--- config.mk ---
export PLATFORM = sky130hd
export DESIGN_NAME = regfile_write_arbiter_flat
export DESIGN_NICKNAME = d
export VERILOG_FILES = /design/src/rtl/regfile_write_arbiter_pkg.sv /design/src/rtl/regfile_write_arbiter_if.sv /design/src/rtl/regfile_write_arbiter_rr_arbiter2.sv /design/src/rtl/regfile_write_arbiter.sv /design/src/flat_wrapper.sv
export SDC_FILE = /design/constraint.sdc
export NUM_CORES = 1
export LEC_CHECK = 0
export BUFFER_PORTS_ARGS = -buffer_cell sky130_fd_sc_hd__buf_2
export CAP_MARGIN = 20
export CORE_MARGIN = 2
export CORE_UTILIZATION = 34
export DETAILED_ROUTE_END_ITERATION = 6
export MAX_ROUTING_LAYER = met4
export PLACE_DENSITY = 0.66
export SLEW_MARGIN = 20
export SYNTH_ARGS = -nofsm -noshare
export SYNTH_HDL_FRONTEND = slang
export SYNTH_HIERARCHICAL = 1
export SYNTH_SLANG_ARGS = --single-unit
--- constraint.sdc ---
create_clock -name clk -period 2.4 [get_ports clk]
set_clock_uncertainty 0.2 [all_clocks]
set_input_delay 0.24 -clock clk [delete_from_list [all_inputs] [get_ports clk]]
set_output_delay 0.24 -clock clk [all_outputs]
set_load 0.02 [all_outputs]
--- src/rtl/regfile_write_arbiter_pkg.sv ---
// rtl/regfile_write_arbiter_pkg.sv - shared sizes, x0 index and FSM states for the regfile write arbiter
package regfile_pkg;

  localparam int DATA_W   = 64;
  localparam int ADDR_W   = 5;
  localparam int NUM_REGS = 32;

  localparam logic [ADDR_W-1:0] X0_ADDR = '0;

  // Sweep counter carries one extra bit so the terminal compare cannot wrap.
  localparam logic [ADDR_W:0] LAST_CNT = (ADDR_W+1)'(NUM_REGS - 1);

  typedef enum logic {
    INIT = 1'b0,
    RUN  = 1'b1
  } arb_state_t;

endpackage

--- src/rtl/regfile_write_arbiter_if.sv ---
// rtl/regfile_write_arbiter_if.sv - writeback requesters and registerFile write port bundle
interface regfile_write_arbiter_if;

  logic                           init_req;
  logic                           req0_valid;
  logic [regfile_pkg::ADDR_W-1:0] req0_rd;
  logic [regfile_pkg::DATA_W-1:0] req0_data;
  logic                           req0_ready;
  logic                           req1_valid;
  logic [regfile_pkg::ADDR_W-1:0] req1_rd;
  logic [regfile_pkg::DATA_W-1:0] req1_data;
  logic                           req1_ready;
  logic                           RegWrite;
  logic [regfile_pkg::ADDR_W-1:0] RD;
  logic [regfile_pkg::DATA_W-1:0] WriteData;
  logic                           init_done;

  // Requester / control side.
  modport master (
    output init_req,
    output req0_valid, req0_rd, req0_data,
    input  req0_ready,
    output req1_valid, req1_rd, req1_data,
    input  req1_ready,
    input  RegWrite, RD, WriteData, init_done
  );

  // Arbiter side.
  modport slave (
    input  init_req,
    input  req0_valid, req0_rd, req0_data,
    output req0_ready,
    input  req1_valid, req1_rd, req1_data,
    output req1_ready,
    output RegWrite, RD, WriteData, init_done
  );

endinterface

--- src/rtl/regfile_write_arbiter_rr_arbiter2.sv ---
// rtl/regfile_write_arbiter_rr_arbiter2.sv - two-way round-robin grant with its own priority pointer
module rr_arbiter2 (
  input  logic       clk,
  input  logic       reset,
  input  logic [1:0] req,
  input  logic       en,
  output logic [1:0] grant
);

  logic rr_ptr_q;
  logic rr_ptr_d;

  always_comb begin
    grant    = 2'b00;
    rr_ptr_d = rr_ptr_q;
    if (en) begin
      if (req == 2'b11) begin
        grant = rr_ptr_q ? 2'b10 : 2'b01;
      end else begin
        grant = req;
      end
      // Priority moves to whichever side lost (or was idle) this grant.
      if (|req) begin
        rr_ptr_d = grant[0];
      end
    end
  end

  always_ff @(posedge clk or negedge reset) begin
    if (!reset) begin
      rr_ptr_q <= 1'b0;
    end else begin
      rr_ptr_q <= rr_ptr_d;
    end
  end

endmodule

--- src/rtl/regfile_write_arbiter.sv ---
// rtl/regfile_write_arbiter.sv - shares the registerFile write port between ALU and load writeback after a clear sweep
module regfile_write_arbiter
  import regfile_pkg::*;
(
  input  logic                    clk,
  input  logic                    reset,
  regfile_write_arbiter_if.slave  bus
);

  arb_state_t        state_q, state_d;
  logic [ADDR_W:0]   cnt_q, cnt_d;
  logic              regwrite_q, regwrite_d;
  logic [ADDR_W-1:0] rd_q, rd_d;
  logic [DATA_W-1:0] wdata_q, wdata_d;
  logic              done_q, done_d;

  logic [1:0]        grant;
  logic              arb_en;
  logic [ADDR_W-1:0] sel_rd;
  logic [DATA_W-1:0] sel_data;

  assign arb_en = (state_q == RUN) && !bus.init_req;

  rr_arbiter2 u_rr (
    .clk   (clk),
    .reset (reset),
    .req   ({bus.req1_valid, bus.req0_valid}),
    .en    (arb_en),
    .grant (grant)
  );

  assign bus.req0_ready = grant[0];
  assign bus.req1_ready = grant[1];

  assign sel_rd   = grant[1] ? bus.req1_rd   : bus.req0_rd;
  assign sel_data = grant[1] ? bus.req1_data : bus.req0_data;

  always_comb begin
    state_d    = state_q;
    cnt_d      = cnt_q;
    regwrite_d = 1'b0;
    rd_d       = rd_q;
    wdata_d    = wdata_q;
    // Done lags the INIT->RUN edge by one cycle so it rises as the last sweep write retires.
    done_d     = arb_en;

    unique case (state_q)
      INIT: begin
        if (bus.init_req) begin
          cnt_d = '0;
        end else begin
          regwrite_d = 1'b1;
          rd_d       = cnt_q[ADDR_W-1:0];
          wdata_d    = '0;
          if (cnt_q == LAST_CNT) begin
            state_d = RUN;
            cnt_d   = '0;
          end else begin
            cnt_d = cnt_q + 1'b1;
          end
        end
      end
      RUN: begin
        if (bus.init_req) begin
          state_d = INIT;
          cnt_d   = '0;
        end else if ((|grant) && (sel_rd != X0_ADDR)) begin
          // x0 grants complete the handshake but never reach the register file.
          regwrite_d = 1'b1;
          rd_d       = sel_rd;
          wdata_d    = sel_data;
        end
      end
      default: begin
        state_d = INIT;
        cnt_d   = '0;
      end
    endcase
  end

  always_ff @(posedge clk or negedge reset) begin
    if (!reset) begin
      state_q    <= INIT;
      cnt_q      <= '0;
      regwrite_q <= 1'b0;
      rd_q       <= '0;
      wdata_q    <= '0;
      done_q     <= 1'b0;
    end else begin
      state_q    <= state_d;
      cnt_q      <= cnt_d;
      regwrite_q <= regwrite_d;
      rd_q       <= rd_d;
      wdata_q    <= wdata_d;
      done_q     <= done_d;
    end
  end

  assign bus.RegWrite  = regwrite_q;
  assign bus.RD        = rd_q;
  assign bus.WriteData = wdata_q;
  assign bus.init_done = done_q;

endmodule
--- src/flat_wrapper.sv ---
// flat-port wrapper written by rule: the top's interface ports become plain ports
module regfile_write_arbiter_flat import regfile_pkg::*;
  (clk, reset, bus_init_req, bus_req0_valid, bus_req0_rd, bus_req0_data, bus_req0_ready, bus_req1_valid, bus_req1_rd, bus_req1_data, bus_req1_ready, bus_RegWrite, bus_RD, bus_WriteData, bus_init_done);
  regfile_write_arbiter_if bus_i ();
  input  logic clk;
  input  logic reset;
  input wire logic [$bits(bus_i.init_req)-1:0] bus_init_req;
  input wire logic [$bits(bus_i.req0_valid)-1:0] bus_req0_valid;
  input wire logic [$bits(bus_i.req0_rd)-1:0] bus_req0_rd;
  input wire logic [$bits(bus_i.req0_data)-1:0] bus_req0_data;
  output wire logic [$bits(bus_i.req0_ready)-1:0] bus_req0_ready;
  input wire logic [$bits(bus_i.req1_valid)-1:0] bus_req1_valid;
  input wire logic [$bits(bus_i.req1_rd)-1:0] bus_req1_rd;
  input wire logic [$bits(bus_i.req1_data)-1:0] bus_req1_data;
  output wire logic [$bits(bus_i.req1_ready)-1:0] bus_req1_ready;
  output wire logic [$bits(bus_i.RegWrite)-1:0] bus_RegWrite;
  output wire logic [$bits(bus_i.RD)-1:0] bus_RD;
  output wire logic [$bits(bus_i.WriteData)-1:0] bus_WriteData;
  output wire logic [$bits(bus_i.init_done)-1:0] bus_init_done;
  assign bus_i.init_req = bus_init_req;
  assign bus_i.req0_valid = bus_req0_valid;
  assign bus_i.req0_rd = bus_req0_rd;
  assign bus_i.req0_data = bus_req0_data;
  assign bus_req0_ready = bus_i.req0_ready;
  assign bus_i.req1_valid = bus_req1_valid;
  assign bus_i.req1_rd = bus_req1_rd;
  assign bus_i.req1_data = bus_req1_data;
  assign bus_req1_ready = bus_i.req1_ready;
  assign bus_RegWrite = bus_i.RegWrite;
  assign bus_RD = bus_i.RD;
  assign bus_WriteData = bus_i.WriteData;
  assign bus_init_done = bus_i.init_done;
  regfile_write_arbiter u_core (.clk(clk), .reset(reset), .bus(bus_i));
endmodule
==> metrics.log, run 1 <==
INFO  metric run_status = completed
INFO  metric firstDrtPassIters = 4
INFO  metric dr.first_iter.drc_count = 303
INFO  metric synthArstFlopShare = 100.0%
INFO  metric final_util = 47.66%
INFO  metric clock_tree.root_cell = clkbuf_16
INFO  metric numPortBuffers = 215
INFO  metric ys_ff_latch = 79
INFO  metric final_hold_viols = 0
INFO  metric layout-drive-gt1-share = between 40% and 50%
INFO  metric count_of_vias_placed_by_the_detailed_router = 4161
INFO  metric final_min_period_over_clock_period = 93.77%
INFO  metric drc = 0
INFO  metric library_cells_used_by_synthesis = 34
INFO  metric crit_path_end_kind = register
INFO  metric finalCriticalPeriod = between 2 and 2.5 ns
INFO  metric area_growth_syn_to_layout = 38.17%
INFO  metric post_synth_main_area_contributors = dfrtp_1 (48%), a32o_1 (16%), nand2_1 (12%)
INFO  metric placementRows = 40
INFO  metric nets = 788
INFO  metric cts_max_level = 3
INFO  metric yosys_most_used_dff = dfrtp_1
INFO  metric max_freq = 0.4443 GHz
INFO  metric synth-warning-count = 6
INFO  metric num_io_pins = 216
INFO  metric antenna_violations_before_repair = 0
INFO  metric report.final.setup_viol = 0
INFO  metric grt-ovfl-total = 0
INFO  metric initial_core_util = 34.49%
INFO  metric min_path_type = in -> reg
INFO  metric post_cts_buffers = 0
INFO  metric route.detailed.wl_per_inst = 14.97 um
INFO  metric post_synth_edffs = 0
INFO  metric postSynthAreaPerCell = 9.153 um^2
INFO  metric clk_pin_slew = 0.06 ns
INFO  metric whs = between 0.04 and 0.05 ns
INFO  metric clock_tree.buffer_depth = 2
INFO  metric final-max-slew-violation-count = 0
INFO  metric p_per_area = 519.5 mW/mm^2
INFO  metric synth.most_common_cell = nand2_1
INFO  metric cts_inserted_buffers = 9
INFO  metric synth_top_cell_by_area = dfrtp_1
INFO  metric ir_worst_vdd = 317.8 uV
INFO  metric syn_inst = 447
INFO  metric post_dp_cell_area = 0.005296 mm^2
INFO  metric viasPerCell = 5.227
INFO  metric syn_area = 0.004091 mm^2
INFO  metric worstPathBufferInverterCount = 1
INFO  metric nets_in_the_synthesized_netlist = 591
INFO  metric clock_latency = between 0.3 and 0.4 ns
INFO  metric worst-endpoint-arrival = 2.25 ns
INFO  metric kind_of_cell_adding_the_most_delay_to_the_critical_path = simple AND/OR/NAND/NOR gates
INFO  metric grt_pass1_wl = 18780 um
INFO  metric largest_net_degree_at_the_start_of_global_routing = 112
INFO  metric leakage = ~2.8 nW
INFO  metric worst_path_largest_cell_delay = 0.38 ns
INFO  metric cts_tree = built
INFO  metric tritoncts_num_sinks = 79
INFO  metric setup-tns-final = 0 ns
INFO  metric worst-endpoint-required = 2.40 ns
INFO  metric yosysTopAreaCellShare = 48.32%
INFO  metric die_width = 113.7 um
INFO  metric routed_wirelength = 11910 um
INFO  metric cp_cell_sequence = nor2b_2, nand2_1, a21oi_4, nor4_1, o22ai_2, and2_2, buf_6, a32o_1
INFO  metric die_h = 113.7 um
INFO  metric hpwl = approximately 8300 um
INFO  metric post-route-cell-area = 0.005653 mm^2
INFO  metric timing_worst_slew_pin_value = 0.6207 ns
INFO  metric synth-seq-area-share = roughly half
INFO  metric critPathKind = reg -> reg
INFO  metric vias_in_the_first_global_route = 4038
INFO  metric core_area = 0.01186 mm^2
INFO  metric worst_path_max_delay_cell = dfrtp_1
INFO  metric final_antenna_net_count = 0
INFO  metric antenna-diode-count = 0
INFO  metric drv.max_cap_violation_count = 0
INFO  metric design.die.area = 0.01293 mm^2
INFO  metric crit_path_max_fanout = 32
INFO  metric timing.critical_path.from_type = register
INFO  metric grt.total_usage = between 10% and 20%
INFO  metric place_congestion = around 0.88
INFO  metric netlist_top_cells_count = nand2_1 (135), dfrtp_1 (79), a32o_1 (64), o21ai_0 (57), buf_2 (19)
INFO  metric max_slew_margin = 58.62%
==> flip-flops by register name, indices dropped and copies added (netlist names) <==
signal                cells
u_core/bus.WriteData     64
u_core/cnt_q              6
u_core/state_q            1
u_core/bus.RD             5
u_core/bus.init_done      1
u_core/u_rr/rr_ptr_q      1
u_core/bus.RegWrite       1
==> where the power goes <==
part	switching [mW]	total [mW]	internal (mW)
Combinational	0.109	0.220	0.111
Clock	0.527	1.36	0.832
Sequential	0.0124	1.36	1.34
Total	0.649	2.94	2.29
==> cells in the final DEF (no fill, tap or decap), types with 2 or more instances in the layout <==
cell,count
a22oi_1,5
nor2_1,6
buf_4,10
nand3_1,3
dfrtp_1,79
clkinvlp_4,3
mux2i_1,2
inv_1,2
a21oi_4,2
buf_6,2
o21ai_0,57
a21oi_1,4
nand2_1,135
xnor2_1,2
and3_1,2
o21ai_1,14
a32o_1,64
nor2b_1,3
clkbuf_16,10
mux2_2,5
buf_2,214
buf_12,3
==> layer usage <==
layer / global-route usage [%] / part of all wire (%) / up-vias
met5: - / 0 / -
met1: 22.53 / 44 / 1999
met2: 30.50 / 49 / 145
li1: - / - / 2009
met4: 5.203 / 0.65 / 0
met3: 3.401 / 5.9 / 8
==> cells by family (layout without fill, tap and decap cells) <==
logic type	after synthesis	after routing	share of synthesized area, %
AO/OA/AOI/OAI	151	151	26.94
XOR/XNOR	3	3	0.6423
adder cells (fa/ha/maj)	1	1	0.3058
buffers and inverters	48	250	6.269
flip-flops	79	79	48.32
multiplexers	7	7	1.865
AND/OR/NAND/NOR	158	158	15.66
==> per-stage QoR <==
| stage | cells | setup WS, ns | power (mW) |
|---|---|---|---|
| global route | 796 | -0.02463 | 3.078 |
| detailed placement | 778 | 0.1459 | 1.601 |
| global placement | 778 | 0.2319 | 1.595 |
| floorplan | 447 | 0.02012 | 1.430 |
| finish | 796 | 0.1494 | 2.936 |
| CTS | 795 | 0.08770 | 2.982 |
==> worst paths after layout <==
kind | start | end | slack (ns) | cells after the start
min in group asynchronous | reset | u_core/bus.RD[0]$_DFFE_PN0P_ | 0.22 | 2
max reg2reg | u_core/state_q$_DFF_PN0_ | u_core/bus.WriteData[3]$_DFFE_PN0P_ | 0.15 | 8
min reg2reg | u_core/bus.WriteData[60]$_DFFE_PN0P_ | u_core/bus.WriteData[60]$_DFFE_PN0P_ | 0.32 | 1
min | bus_req1_data[28] | u_core/bus.WriteData[28]$_DFFE_PN0P_ | 0.04 | 4
max in group asynchronous | reset | u_core/bus.WriteData[5]$_DFFE_PN0P_ | 1.19 | 3
max | u_core/state_q$_DFF_PN0_ | u_core/bus.WriteData[3]$_DFFE_PN0P_ | 0.15 | 8
==> area by class of cell <==
type	count	area, um^2
sequential	79	1977
clock buffer	11	242.7
tap	147	183.9
inverter	2	7.507
fill	1150	6208
timing repair buffer	232	1291
multi-input combinational	320	1893
clock inverter	5	57.56
==> worst reg2reg max path: cells and delay by family (launching register included) <==
family,cells,cell delay [ns]
AOI/OAI and AO/OA,3,0.48
buffers and inverters,1,0.19
DFF,1,0.38
and+or+nand+nor,4,0.89
==> repair_timing <==
action / in CTS / in global routing
gates resized for setup: 0 / 4
endpoints found under the setup margin: 0 / 35
hold endpoints to repair: 36 / 0
hold buffers: 1 / 0
(Power assumes the default switching activity.)
==> run 2: changes to the inputs <==
Settings changed: SETUP_SLACK_MARGIN set to 0.15.
==> run 2 against run 1 <==
  * First-iteration DRC count shrank 37%
  * Final cell count is the same
  * Wire length grew 2.0%
  * Non-clock buffer count is the same
  * Critical path type is now reg -> out
==> metrics.log, run 2 (synthesis gave the netlist of run 1 again) <==
INFO  metric power.switching_fraction = 21.06% (-1.0 points)
INFO  metric internal_power = 2.363 mW (+3.3%)
INFO  metric num_io_pins = 216 (unchanged)
INFO  metric report.final.setup_viol = 0 (unchanged)
INFO  metric p_seq_share = 45.3% (-0.9 points)
INFO  metric cts_max_level = 3 (unchanged)
INFO  metric worst_hold_startpoint = bus_init_req
INFO  metric number_of_flip_flops_under_the_largest_register_name = 64 (unchanged)
INFO  metric drv.max_cap_violation_count = 0 (unchanged)
INFO  metric tritoncts_num_sinks = 79 (unchanged)
INFO  metric drc = 0 (unchanged)
INFO  metric worst-endpoint-arrival = 1.70 ns (-0.55 ns)
INFO  metric firstDrtPassIters = 4 (unchanged)
INFO  metric hpwl = 8238 um (-1.3%)
INFO  metric die_width = 113.7 um (unchanged)
INFO  metric finalCriticalPeriod = 2.141 ns (-0.1096 ns)
INFO  metric min_path_type = in -> reg
INFO  metric cts_tree = built
INFO  metric max_freq = 0.4671 GHz (+5.1%)
INFO  metric placementRows = 40 (unchanged)
INFO  metric design.die.area = 0.01293 mm^2 (unchanged)
INFO  metric final_hold_viols = 0 (unchanged)
INFO  metric place_congestion = 0.9014 (+2.9%)
INFO  metric crit_path_end_kind = output port
INFO  metric preCtsSetupSlack = 0.1097 ns (-0.03622 ns)
INFO  metric fillCellCount = 1128 (-1.9%)
INFO  metric setup_slack = 0.2590 ns (+0.1096 ns)
INFO  metric power.clock.fraction = 47.3% (+1.0 points)
INFO  metric footprint_of_the_multi_input_gates = 0.001929 mm^2 (+1.9%)
INFO  metric initial_core_util = 34.49% (unchanged)
INFO  metric regToRegEndpoint = u_core/bus.WriteData[62]$_DFFE_PN0P_
INFO  metric final_common_cell = buf_2
INFO  metric min_delay_worst_endpoint = u_core/cnt_q[4]$_DFFE_PN0N_
INFO  metric viasPerCell = 5.166 (-1.2%)
INFO  metric clk_pin_slew = 0.06 ns (about the same)
INFO  metric cts_inserted_buffers = 9 (unchanged)
INFO  metric power.net_switching = 0.6304 mW (-2.8%)
INFO  metric antenna_violations_before_repair = 0 (unchanged)
INFO  metric pwr-share-comb = 7.4% (about the same)
INFO  metric ir_worst_vdd = 244.4 uV (-23%)
INFO  metric r2r_slack = 0.27 ns (+0.12 ns)
INFO  metric timing_worst_slew_pin_value = 0.6821 ns (+0.06141 ns)
INFO  metric vias_in_the_first_global_route = 4043 (+0.12%)
INFO  metric p_per_area = 521.8 mW/mm^2 (+0.46%)
INFO  metric count_of_vias_placed_by_the_detailed_router = 4112 (-1.2%)
INFO  metric clock_tree.buffer_depth = 2 (unchanged)
INFO  metric critPathKind = reg -> out
INFO  metric antenna-diode-count = 0 (unchanged)
INFO  metric timing.critical_path.from_type = register
INFO  metric crit_path_max_fanout = 17 (-47%)
INFO  metric clock_latency = 0.32 ns (about the same)
INFO  metric critical_path.reg2reg.startpoint = u_core/state_q$_DFF_PN0_
INFO  metric nets = 788 (unchanged)
INFO  metric area_taken_by_flip_flops_and_latches = 0.001977 mm^2 (unchanged)
INFO  metric final_min_period_over_clock_period = 89.21% (-4.6 points)
INFO  metric grt-ovfl-total = 0 (unchanged)
INFO  metric die_h = 113.7 um (unchanged)
INFO  metric area_growth_syn_to_layout = 40.18%
INFO  metric dr.first_iter.drc_count = 192 (-37%)
INFO  metric run_status = completed
INFO  metric final-max-slew-violation-count = 0 (unchanged)
INFO  metric leakage = 2.797 nW (+1.4%)
INFO  metric grt_pass1_wl = 19150 um (+1.9%)
INFO  metric core_area = 0.01186 mm^2 (unchanged)
INFO  metric clock_tree.root_cell = clkbuf_16
INFO  metric routed_wirelength = 12150 um (+2.0%)
INFO  metric rr_worst_depth = 8 (unchanged)
INFO  metric unrepaired_setup_endpoints_after_global_routing = false
INFO  metric worst-endpoint-required = 1.96 ns (-0.44 ns)
INFO  metric highest_count_cells_in_the_layout_ignoring_fill_and_taps = buf_2 (214), nand2_1 (133), dfrtp_1 (79)
INFO  metric layout-drive-gt1-share = 40.52% (+0.46 points)
INFO  metric final_antenna_net_count = 0 (unchanged)
INFO  metric max_slew_margin = 54.53% (-4.1 points)
INFO  metric route.detailed.wl_per_inst = 15.26 um (+2.0%)
INFO  metric hold_path_cell_cnt = 2 (-2)
INFO  metric largest_net_degree_at_the_start_of_global_routing = 67 (-40%)
INFO  metric numPortBuffers = 215 (unchanged)
INFO  metric setup-tns-final = 0 ns (unchanged)
INFO  metric grt.total_usage = 19.01% (+0.85 points)
## run 2: changes by cell type in the layout (fill, tap and decap cells not counted), moves of 2 or more
cell,delta
buf_4,-4
buf_8,+3
clkinvlp_4,-3
clkbuf_1,+2
nand2_1,-2
nand2_2,+2
## run 2: repair_timing
item	4_1_cts	5_1_grt
cloned	1	1
buffers inserted	0	1
hold buffers	1	0
pin swaps	0	1
resized for setup	2	16
hold endpoints to repair	37	0
endpoints found under the setup margin	33	66
## run 2: cell type report
class                   count  area share (%)
clock inverters             4           1.222
multi-input cells         320           33.64
flip-flops and latches     79           34.47
repair buffers            232           23.21
inverters                   2          0.1309
clock buffers              12           4.123
well taps                 147           3.207
## run 2: power by group through the flow
stage,logic (mW),registers [mW],clock network (mW)
final,0.221,1.36,1.41
after global routing,0.246,1.36,1.53
after CTS,0.222,1.36,1.46
after detailed placement,0.220,1.38,0
after global placement,0.214,1.38,0
after floorplan,0.0453,1.38,0
## run 2: metal layers
| layer | vias to the layer above | global-route usage, % | wire length (um) | part of all wire (%) |
|---|---|---|---|---|
| met4 | 0 | 7.398 | 255 | 2.1 |
| li1 | 2008 | - | - | - |
| met2 | 161 | 31.98 | 5889 | 48 |
| met3 | 23 | 2.816 | 698 | 5.7 |
| met1 | 1920 | 23.18 | 5305 | 44 |
| met5 | - | - | 0 | 0 |
## run 2: worst max path at each step
stage                        startpoint                                    to  slack [ns]  cells past startpoint
2_1_floorplan  u_core/state_q$_DFF_PN0_   u_core/bus.WriteData[0]$_DFFE_PN0P_        0.15                     10
4_1_cts        u_core/state_q$_DFF_PN0_                        bus_req0_ready        0.16                      6
3_3_place_gp               bus_init_req   u_core/bus.WriteData[9]$_DFFE_PN0P_        0.21                     10
6_report       u_core/state_q$_DFF_PN0_                        bus_req0_ready        0.26                      6
3_5_place_dp               bus_init_req  u_core/bus.WriteData[27]$_DFFE_PN0P_        0.11                     10
5_1_grt        u_core/state_q$_DFF_PN0_   u_core/bus.WriteData[5]$_DFFE_PN0P_        0.14                      8
## run 2: through the flow
| stage | power, mW | hold WS [ns] | instance area [um^2] | std cells | utilization (%) |
|---|---|---|---|---|---|
| after floorplan | 1.430 | -0.2556 | 4121 | 447 | - |
| after global placement | 1.593 | 0.03547 | 5276 | 776 | 44.48 |
| after detailed placement | 1.599 | 0.04364 | 5276 | 776 | 44.48 |
| after CTS | 3.037 | 0.008530 | 5633 | 794 | 47.49 |
| after global routing | 3.131 | 0.02727 | 5736 | 796 | 48.35 |
| final | 2.993 | 0.03065 | 5736 | 796 | 48.35 |
## run 2: worst max-delay path, cell delays in order (launching register included)
cell     delay, ns
dfrtp_1       0.35
nor2b_4       0.16
buf_4         0.16
nand2_2       0.09
a21oi_4       0.24
buf_12        0.20
buf_2         0.18
